--- src/rtl/video_modulator_pkg.sv ---
// Shared constants for the composite/S-video modulator phase path.
package video_modulator_pkg;

    localparam int PHASE_W = 9;

    // V axis lags U by 90 degrees (128 of 512 steps).
    localparam logic [PHASE_W-1:0] SIN_OFS = 9'd128;

    // Burst phase offsets relative to the U-axis phase.
    localparam logic [PHASE_W-1:0] BURST_OFS_NTSC    = 9'd256; // 180 deg
    localparam logic [PHASE_W-1:0] BURST_OFS_PAL_POS = 9'd192; // 135 deg
    localparam logic [PHASE_W-1:0] BURST_OFS_PAL_NEG = 9'd320; // 225 deg

endpackage

--- src/rtl/video_modulator_phase_gen_if.sv ---
// Line-timing inputs and subcarrier phase outputs of the phase generator.
//
// There is no handshake on this bus: the slave samples line_start,
// frame_start and pal_mode on every rising clock edge (a pulse held for
// N cycles counts as N events), and every output is a register that is
// valid on every cycle.
interface video_modulator_phase_gen_if;
    import video_modulator_pkg::*;

    logic               line_start;
    logic               frame_start;
    logic               pal_mode;
    logic [PHASE_W-1:0] phase_cos;
    logic [PHASE_W-1:0] phase_sin;
    logic [PHASE_W-1:0] burst_phase;
    logic               burst_en;
    logic               vswitch;

    // Timing generator side.
    modport master (
        output line_start, frame_start, pal_mode,
        input  phase_cos, phase_sin, burst_phase, burst_en, vswitch
    );

    // Phase generator side.
    modport slave (
        input  line_start, frame_start, pal_mode,
        output phase_cos, phase_sin, burst_phase, burst_en, vswitch
    );
endinterface

--- src/rtl/video_modulator_burst_gate.sv ---
// Horizontal position counter and colour-burst gate window.
module video_modulator_burst_gate #(
    parameter int BURST_START = 132,
    parameter int BURST_LEN   = 63
) (
    input  logic clk,
    input  logic rst,
    input  logic line_start_i,
    output logic burst_en_o
);
    localparam int WIN_END = BURST_START + BURST_LEN;

    // The saturated count (2047) must never fall inside the window.
    if (WIN_END > 2047) begin : g_bad_window
        $error("burst window end exceeds the 11-bit line counter");
    end

    localparam logic [11:0] WIN_START_W = 12'(BURST_START);
    localparam logic [11:0] WIN_END_W   = 12'(WIN_END);

    logic [10:0] hcnt_q;
    logic [10:0] hcnt_d;
    logic        burst_en_q;
    logic        burst_en_d;

    // Next count: restart on line_start, otherwise count up and stick at 2047.
    always_comb begin
        hcnt_d = hcnt_q;
        if (line_start_i) begin
            hcnt_d = 11'd0;
        end else if (hcnt_q != 11'd2047) begin
            hcnt_d = hcnt_q + 11'd1;
        end
        burst_en_d = ({1'b0, hcnt_d} >= WIN_START_W) && ({1'b0, hcnt_d} < WIN_END_W);
    end

    // Counter and registered gate; reset parks the counter outside the window.
    always_ff @(posedge clk) begin
        if (rst) begin
            hcnt_q     <= 11'd2047;
            burst_en_q <= 1'b0;
        end else begin
            hcnt_q     <= hcnt_d;
            burst_en_q <= burst_en_d;
        end
    end

    assign burst_en_o = burst_en_q;
endmodule

--- src/rtl/video_modulator_phase_gen.sv ---
// Colour-subcarrier NCO: U/V/burst phases, PAL V-switch and burst gate.
module video_modulator_phase_gen
    import video_modulator_pkg::*;
#(
    parameter logic [31:0] PHASE_INC   = 32'd614961227,
    parameter int          BURST_START = 132,
    parameter int          BURST_LEN   = 63
) (
    input  logic                        clk,
    input  logic                        rst,
    video_modulator_phase_gen_if.slave  vid
);
    logic [31:0]        acc_q;
    logic [31:0]        nacc;
    logic [PHASE_W-1:0] phase_nxt;
    logic [PHASE_W-1:0] burst_ofs;
    logic               vswitch_d;
    logic               vswitch_q;
    logic [PHASE_W-1:0] phase_cos_q;
    logic [PHASE_W-1:0] phase_sin_q;
    logic [PHASE_W-1:0] burst_phase_q;
    logic               burst_en;

    // Next accumulator value, next V-switch and the burst offset it selects.
    always_comb begin
        nacc      = acc_q + PHASE_INC;
        phase_nxt = nacc[31:23];

        vswitch_d = vswitch_q;
        if (!vid.pal_mode || vid.frame_start) begin
            vswitch_d = 1'b0;
        end else if (vid.line_start) begin
            vswitch_d = ~vswitch_q;
        end

        // pal_mode switches the offset at once, even before V-switch restarts.
        burst_ofs = BURST_OFS_NTSC;
        if (vid.pal_mode) begin
            burst_ofs = vswitch_d ? BURST_OFS_PAL_POS : BURST_OFS_PAL_NEG;
        end
    end

    // Free-running accumulator (never realigned to line or field) and the
    // three cycle-aligned phase registers.
    always_ff @(posedge clk) begin
        if (rst) begin
            acc_q         <= 32'd0;
            vswitch_q     <= 1'b0;
            phase_cos_q   <= 9'd0;
            phase_sin_q   <= 9'd384;
            burst_phase_q <= 9'd256;
        end else begin
            acc_q         <= nacc;
            vswitch_q     <= vswitch_d;
            phase_cos_q   <= phase_nxt;
            phase_sin_q   <= phase_nxt - SIN_OFS;
            burst_phase_q <= phase_nxt + burst_ofs;
        end
    end

    video_modulator_burst_gate #(
        .BURST_START (BURST_START),
        .BURST_LEN   (BURST_LEN)
    ) u_burst_gate (
        .clk          (clk),
        .rst          (rst),
        .line_start_i (vid.line_start),
        .burst_en_o   (burst_en)
    );

    assign vid.phase_cos   = phase_cos_q;
    assign vid.phase_sin   = phase_sin_q;
    assign vid.burst_phase = burst_phase_q;
    assign vid.burst_en    = burst_en;
    assign vid.vswitch     = vswitch_q;
endmodule
--- src/flat_wrapper.sv ---
// flat-port wrapper written by rule: the top's interface ports become plain ports
module video_modulator_phase_gen_flat import video_modulator_pkg::*;
#(
    parameter logic [31:0] PHASE_INC   = 32'd614961227,
    parameter int          BURST_START = 132,
    parameter int          BURST_LEN   = 63
)
  (clk, rst, vid_line_start, vid_frame_start, vid_pal_mode, vid_phase_cos, vid_phase_sin, vid_burst_phase, vid_burst_en, vid_vswitch);
  video_modulator_phase_gen_if vid_i ();
  input  logic clk;
  input  logic rst;
  input wire logic [$bits(vid_i.line_start)-1:0] vid_line_start;
  input wire logic [$bits(vid_i.frame_start)-1:0] vid_frame_start;
  input wire logic [$bits(vid_i.pal_mode)-1:0] vid_pal_mode;
  output wire logic [$bits(vid_i.phase_cos)-1:0] vid_phase_cos;
  output wire logic [$bits(vid_i.phase_sin)-1:0] vid_phase_sin;
  output wire logic [$bits(vid_i.burst_phase)-1:0] vid_burst_phase;
  output wire logic [$bits(vid_i.burst_en)-1:0] vid_burst_en;
  output wire logic [$bits(vid_i.vswitch)-1:0] vid_vswitch;
  assign vid_i.line_start = vid_line_start;
  assign vid_i.frame_start = vid_frame_start;
  assign vid_i.pal_mode = vid_pal_mode;
  assign vid_phase_cos = vid_i.phase_cos;
  assign vid_phase_sin = vid_i.phase_sin;
  assign vid_burst_phase = vid_i.burst_phase;
  assign vid_burst_en = vid_i.burst_en;
  assign vid_vswitch = vid_i.vswitch;
  video_modulator_phase_gen #(.PHASE_INC(PHASE_INC), .BURST_START(BURST_START), .BURST_LEN(BURST_LEN)) u_core (.clk(clk), .rst(rst), .vid(vid_i));
endmodule
--- config.mk ---
export PLATFORM = sky130hd
export DESIGN_NAME = video_modulator_phase_gen_flat
export DESIGN_NICKNAME = d
export VERILOG_FILES = /design/src/rtl/video_modulator_pkg.sv /design/src/rtl/video_modulator_phase_gen_if.sv /design/src/rtl/video_modulator_burst_gate.sv /design/src/rtl/video_modulator_phase_gen.sv /design/src/flat_wrapper.sv
export SDC_FILE = /design/constraint.sdc
export NUM_CORES = 1
export LEC_CHECK = 0
export ABC_CLOCK_PERIOD_IN_PS = 2800
export BUFFER_PORTS_ARGS = -buffer_cell sky130_fd_sc_hd__buf_2
export CAP_MARGIN = 5
export CORE_MARGIN = 2
export CORE_UTILIZATION = 52
export DETAILED_ROUTE_END_ITERATION = 7
export PLACE_DENSITY_LB_ADDON = 0.25
export RECOVER_POWER = 25
export REMOVE_ABC_BUFFERS = 1
export SLEW_MARGIN = 25
export SYNTH_ARGS = -nofsm -noshare
export SYNTH_HDL_FRONTEND = slang
export SYNTH_SLANG_ARGS = --single-unit
--- constraint.sdc ---
create_clock -name clk -period 2.8 [get_ports clk]
set_input_delay 0.42 -clock clk [delete_from_list [all_inputs] [get_ports clk]]
set_output_delay 0.42 -clock clk [all_outputs]
set_load 0.02 [all_outputs]
* Word level (Yosys, flattened, before mapping) *
Cells that the tools add are included.

word-level totals
  input bits = 5
  word-level logic and storage cells = 24
  bits in registers = 72
  output and inout bits = 29

cells by class
  bitwise logic cells = 1
  reduce and logical (&&, ||, !) cells = 3
  multiplexer cells = 6
  equality and inequality tests = 1
  $lt $le $gt $ge = 2
  add/sub/neg operators = 4

operators with widths
  cell                                                                     count
  32-bit by 30-bit adder with 32-bit output (second input constant)        1
  11-bit two-way mux                                                       2
  9-bit two-way mux                                                        2
  11-bit by 1-bit adder with 11-bit output (second input constant)         1
  11-bit by 8-bit >= comparator with 1-bit output (second input constant)  1
  11-bit by 8-bit < comparator with 1-bit output (second input constant)   1
  11-bit inequality test (second input constant)                           1
  9-bit adder                                                              1
  9-bit by 8-bit subtractor with 9-bit output (second input constant)      1
  1-bit two-way mux                                                        2
  1-bit logical AND                                                        1
  1-bit logical NOT                                                        1
  1-bit logical OR                                                         1
  1-bit inverter                                                           1

* Depth between registers and ports, before layout *
  word-level depth = 6
  gate-level depth with buffers = 11
  mapped depth without buffers = 11

* By module *
Synthesis repeated with hierarchy kept, for this count alone.

second synthesis, totals
  cell total of the unflattened synthesis = 298
  area, all modules = 2587.5 um^2

modules (own cells, without submodules)
  module                      area each (um^2)  times used  cells an instance  sequential area each (um^2)
  video_modulator_phase_gen   1885.6            1           213                760.7
  video_modulator_burst_gate  701.9             1           85                 240.2

* Least setup slack after synthesis *
OpenSTA, ideal clock, no wires.

  kind = register -> register
  from = register u_core.acc_q[0]
  to = register u_core.burst_phase_q[8] (netlist: u_core.vid.burst_phase[8])
  setup time = 0.132 ns
  required time = 2.668 ns
  path slack = 0.128 ns
  path buffers = 0
  arrival = 2.540 ns
  period minus slack after synthesis = 2.672 ns
  stages on the path, launching flop included = 12
  cells stage by stage = dfxtp_1 > inv_1 > ha_1 > nand2b_1 > a2111oi_4 > nor2_2 > o41ai_4 > xnor2_1 > fa_1 > xnor2_1 > and3_1 > o21ai_0

between the ends
  cells in the longest elaborated chain, start to end = 2

RTL lines
  item                                       line                             source
  start: declaration                         video_modulator_phase_gen.sv:13  logic [31:0] acc_q;
  start signal: assignment                   video_modulator_phase_gen.sv:53  acc_q <= nacc;
  32-bit by 30-bit adder with 32-bit output  video_modulator_phase_gen.sv:26  nacc = acc_q + PHASE_INC;
  named net u_core.nacc[30]                  video_modulator_phase_gen.sv:14  logic [31:0] nacc;
  9-bit adder                                video_modulator_phase_gen.sv:57  burst_phase_q <= phase_nxt + burst_ofs;
  end signal: assignment                     video_modulator_phase_gen.sv:57
  end: declaration                           video_modulator_phase_gen.sv:21  logic [PHASE_W-1:0] burst_phase_q;

The timed path passes the listed nets, and every way through them passes these cells.
A chain may end at the register's enable or synchronous reset.

* Worst setup path in the final report *
Ends and elaborated chain as after synthesis.

==> flow_metrics.tcl <==
set metrics [dict create \
    final_cell_mix "dfxtp_1 (49), nor2_1 (43), buf_2 (22)" \
    layout_setup_ws_ns 0.155 \
    synth_compound_area_frac 0.172 \
    grt_pass1_wl_mm 7.85 \
    skew_ns 0.0199 \
    crit_arrival_ns 2.81 \
    post_cts_buffers 0 \
    slew_headroom 0.0482 \
    dr.pass1.iters 4 \
    tightest_slew_ns 1.43 \
    crit_path_max_fanout 3 \
    r2r_setup_slack_ns 0.16 \
    critPathKind "register to register" \
    fin_cells 392 \
    cp_cell_sequence "inv_1, ha_1, nand2b_2, a2111oi_4, nor2_2, o41ai_4, xnor2_2, fa_2, xnor2_2, and3_1, o21ai_0" \
    r2r_start "u_core.acc_q[0]$_SDFF_PP0_" \
    ys_top_cells_by_area "dfxtp_1 (38%), buf_4 (6.3%), nor2_1 (6.3%)" \
    start_util 0.544 \
    antenna_found_initial 0 \
    peakVddDrop_v 0.000525 \
    wirelength_mm 4.67 \
    grt_start_max_net_pins 34 \
    syn_inst 311 \
    cts_hold_buf 0 \
    insertedDiodeCount 0 \
    post-route-util 0.585 \
    clock_sinks 50 \
    hp-class "register to register" \
    post_dp_cell_area_mm2 0.00270 \
    dpl.hpwl_mm 3.33 \
    dieArea_mm2 0.00559 \
    start_kind "register" \
    die_y_um 74.8 \
    critPathBufInv 1 \
    cts.clk_slew.worst_paths_ns 0.09 \
    via_count 2058 \
    dpl_worst_slack_ns 0.00481 \
    yosys_warnings 0 \
    drt_iter0_drc 60 \
    clkLatencyLatePin_ns 0.30 \
    cp_common_cell "xnor2_2" \
    slew_viol_final 0 \
    hold_violations 0 \
    mostFrequentLayoutCell "dfxtp_1" \
    critPathSlowestCell "fa_2" \
    avgSynthCellArea_um2 8.37 \
    cp.required_ns 2.96 \
    regToRegEndpoint "u_core.vid.burst_phase[8]$_SDFF_PP1_" \
    yosysSeqAreaShare 0.384 \
    grt_pass1_vias 1795 \
    endpoint_kind "register" \
    core-area_mm2 0.00479 \
    crit_family "compound AO/OA/AOI/OAI gates" \
    dieWidth_um 74.8 \
    detail_route.wl_per_cell_um 11.9 \
    fp-row-count 25 \
    synth_edf_count 0 \
    place.gp.congestion 0.812 \
    whs_endpoint "u_core.acc_q[0]$_SDFF_PP0_" \
    synthXorXnorAreaFrac 0.0942 \
    io_pins 34 \
    muxShareOfSynthArea 0.0154 \
    design_area_mm2 0.00280 \
    portBuffers 33 \
    synthToLayoutAreaGrowth_pct 7.45 \
    tns_ns 0 \
    synth-simple-area-share 0.219 \
    cts_tree "yes" \
    r2r_cells 11 \
    cts_buffers 5 \
    hold_slack_ns 0.411 \
    fin_crit_ns 2.64 \
    synth_top_family_by_area "simple AND/OR/NAND/NOR gates" \
    hold_start "u_core.acc_q[0]$_SDFF_PP0_" \
    status "completed" \
    maxCapViolations 0 \
    ctsRootBufferMaster "clkbuf_8" \
    synth-seq-cells 50 \
    post-route-drc-count 0 \
    yosysTopAreaCellShare 0.384 \
    netlist_area_mm2 0.00260 \
    p_leak_nw 1.16 \
    vias_per_cell 5.25 \
    fin_crit_sh 0.945 \
    async_flop_share 0 \
    grt_use_total 0.180 \
    grt_overflow 0 \
    synth-adder-area-share 0.0221 \
    clockBufferDepth 2 \
    rsz0062_at_grt "false" \
    dp_cells 384 \
    drive_gt1_frac 0.163 \
    p_total_mw 1.84 \
    nets 333 \
    netlist.top_cell.by_area "dfxtp_1" \
    cts_htree_levels 2 \
    p_per_area_mw_per_mm2 658 \
    whs_path_depth 1 \
    synthDistinctLibCells 51 \
    setup_viol 0 \
    ant_nets 0 \
    worst_path_largest_cell_delay_ns 0.42 \
    fmax_mhz 378 \
    synth-main-ff-cell "dfxtp_1" \
]
final cells by class:
class / instances / area, um2
fill: 429 / 1990
multi-input combinational: 218 / 1390
sequential: 50 / 1000
timing repair buffer: 41 / 208
tap: 67 / 83.8
clock buffer: 6 / 72.6
inverter: 8 / 30.0
clock inverter: 2 / 13.8
registers in the layout, indices dropped and copies added, names as in the netlist:
name                            flops
u_core.u_burst_gate.hcnt_q         11
u_core.vid.vswitch                  1
u_core.vid.phase_sin                3
u_core.vid.phase_cos                2
u_core.u_burst_gate.burst_en_o      1
u_core.vid.burst_phase              9
u_core.acc_q                       23
power by group:
group	switching, mW	leakage [nW]	internal [mW]	total, mW
sequential	0.112	0.415	0.808	0.920
clock	0.232	0.0452	0.177	0.409
combinational	0.295	0.697	0.215	0.511
metal layers:
metal	up-vias	track usage	wire (um)
li1	1077	-	-
met1	946	0.248	2340
met2	31	0.285	2160
met5	-	0	0
met4	0	0.0417	27
met3	4	0.0482	143
worst max-delay path by stage:
| stage | from | end | cells past startpoint |
|---|---|---|---|
| CTS | u_core.acc_q[0]$_SDFF_PP0_ | u_core.vid.burst_phase[8]$_SDFF_PP1_ | 11 |
| detailed placement | u_core.acc_q[0]$_SDFF_PP0_ | u_core.vid.burst_phase[8]$_SDFF_PP1_ | 11 |
| finish | u_core.acc_q[0]$_SDFF_PP0_ | u_core.vid.burst_phase[8]$_SDFF_PP1_ | 11 |
| global route | u_core.acc_q[1]$_SDFF_PP0_ | u_core.vid.burst_phase[8]$_SDFF_PP1_ | 11 |
| floorplan | u_core.acc_q[0]$_SDFF_PP0_ | u_core.vid.burst_phase[8]$_SDFF_PP1_ | 11 |
| global placement | u_core.acc_q[0]$_SDFF_PP0_ | u_core.vid.burst_phase[8]$_SDFF_PP1_ | 11 |
repair_timing:
action | 4_1_cts | 5_1_grt
pin swaps | 0 | 4
gates resized for setup | 1 | 7
endpoints found under the setup margin | 1 | 1
logic make-up after synthesis:
kind of cell               count (synthesis)
muxes                                      4
DFF                                       50
adders and majority gates                  4
xor gates and xnor gates                  28
and+or+nand+nor                          118
buffers and inverters                     43
AOI/OAI and AO/OA                         64
worst reg2reg max path, stage by stage (launching register included):
cell and delay (ns):
dfxtp_2 0.34, inv_1 0.04, ha_1 0.20, nand2b_2 0.21, a2111oi_4 0.38, nor2_2 0.10, o41ai_4 0.26, xnor2_2 0.15
fa_2 0.42, xnor2_2 0.18, and3_1 0.16, o21ai_0 0.07
Yosys cell counts (2+ instances only):
| cell | count |
|---|---|
| inv_1 | 8 |
| dfxtp_1 | 50 |
| o21bai_1 | 4 |
| xor2_1 | 17 |
| nand4_1 | 5 |
| nand3_1 | 10 |
| and3_1 | 4 |
| nor2_1 | 44 |
| nand2b_1 | 2 |
| nor2b_1 | 4 |
| o21ai_0 | 22 |
| nor4_1 | 2 |
| o31ai_1 | 2 |
| mux2i_1 | 4 |
| and2_1 | 3 |
| o211ai_1 | 2 |
| or3_1 | 2 |
| nand2_1 | 21 |
| buf_4 | 22 |
| ha_1 | 3 |
| a31oi_1 | 2 |
| xnor2_1 | 11 |
| nor3_1 | 9 |
| nand3b_1 | 3 |
| a21oi_1 | 14 |
| o21a_1 | 4 |
| clkbuf_1 | 13 |
No activity file was read; power rests on OpenSTA's default activity.
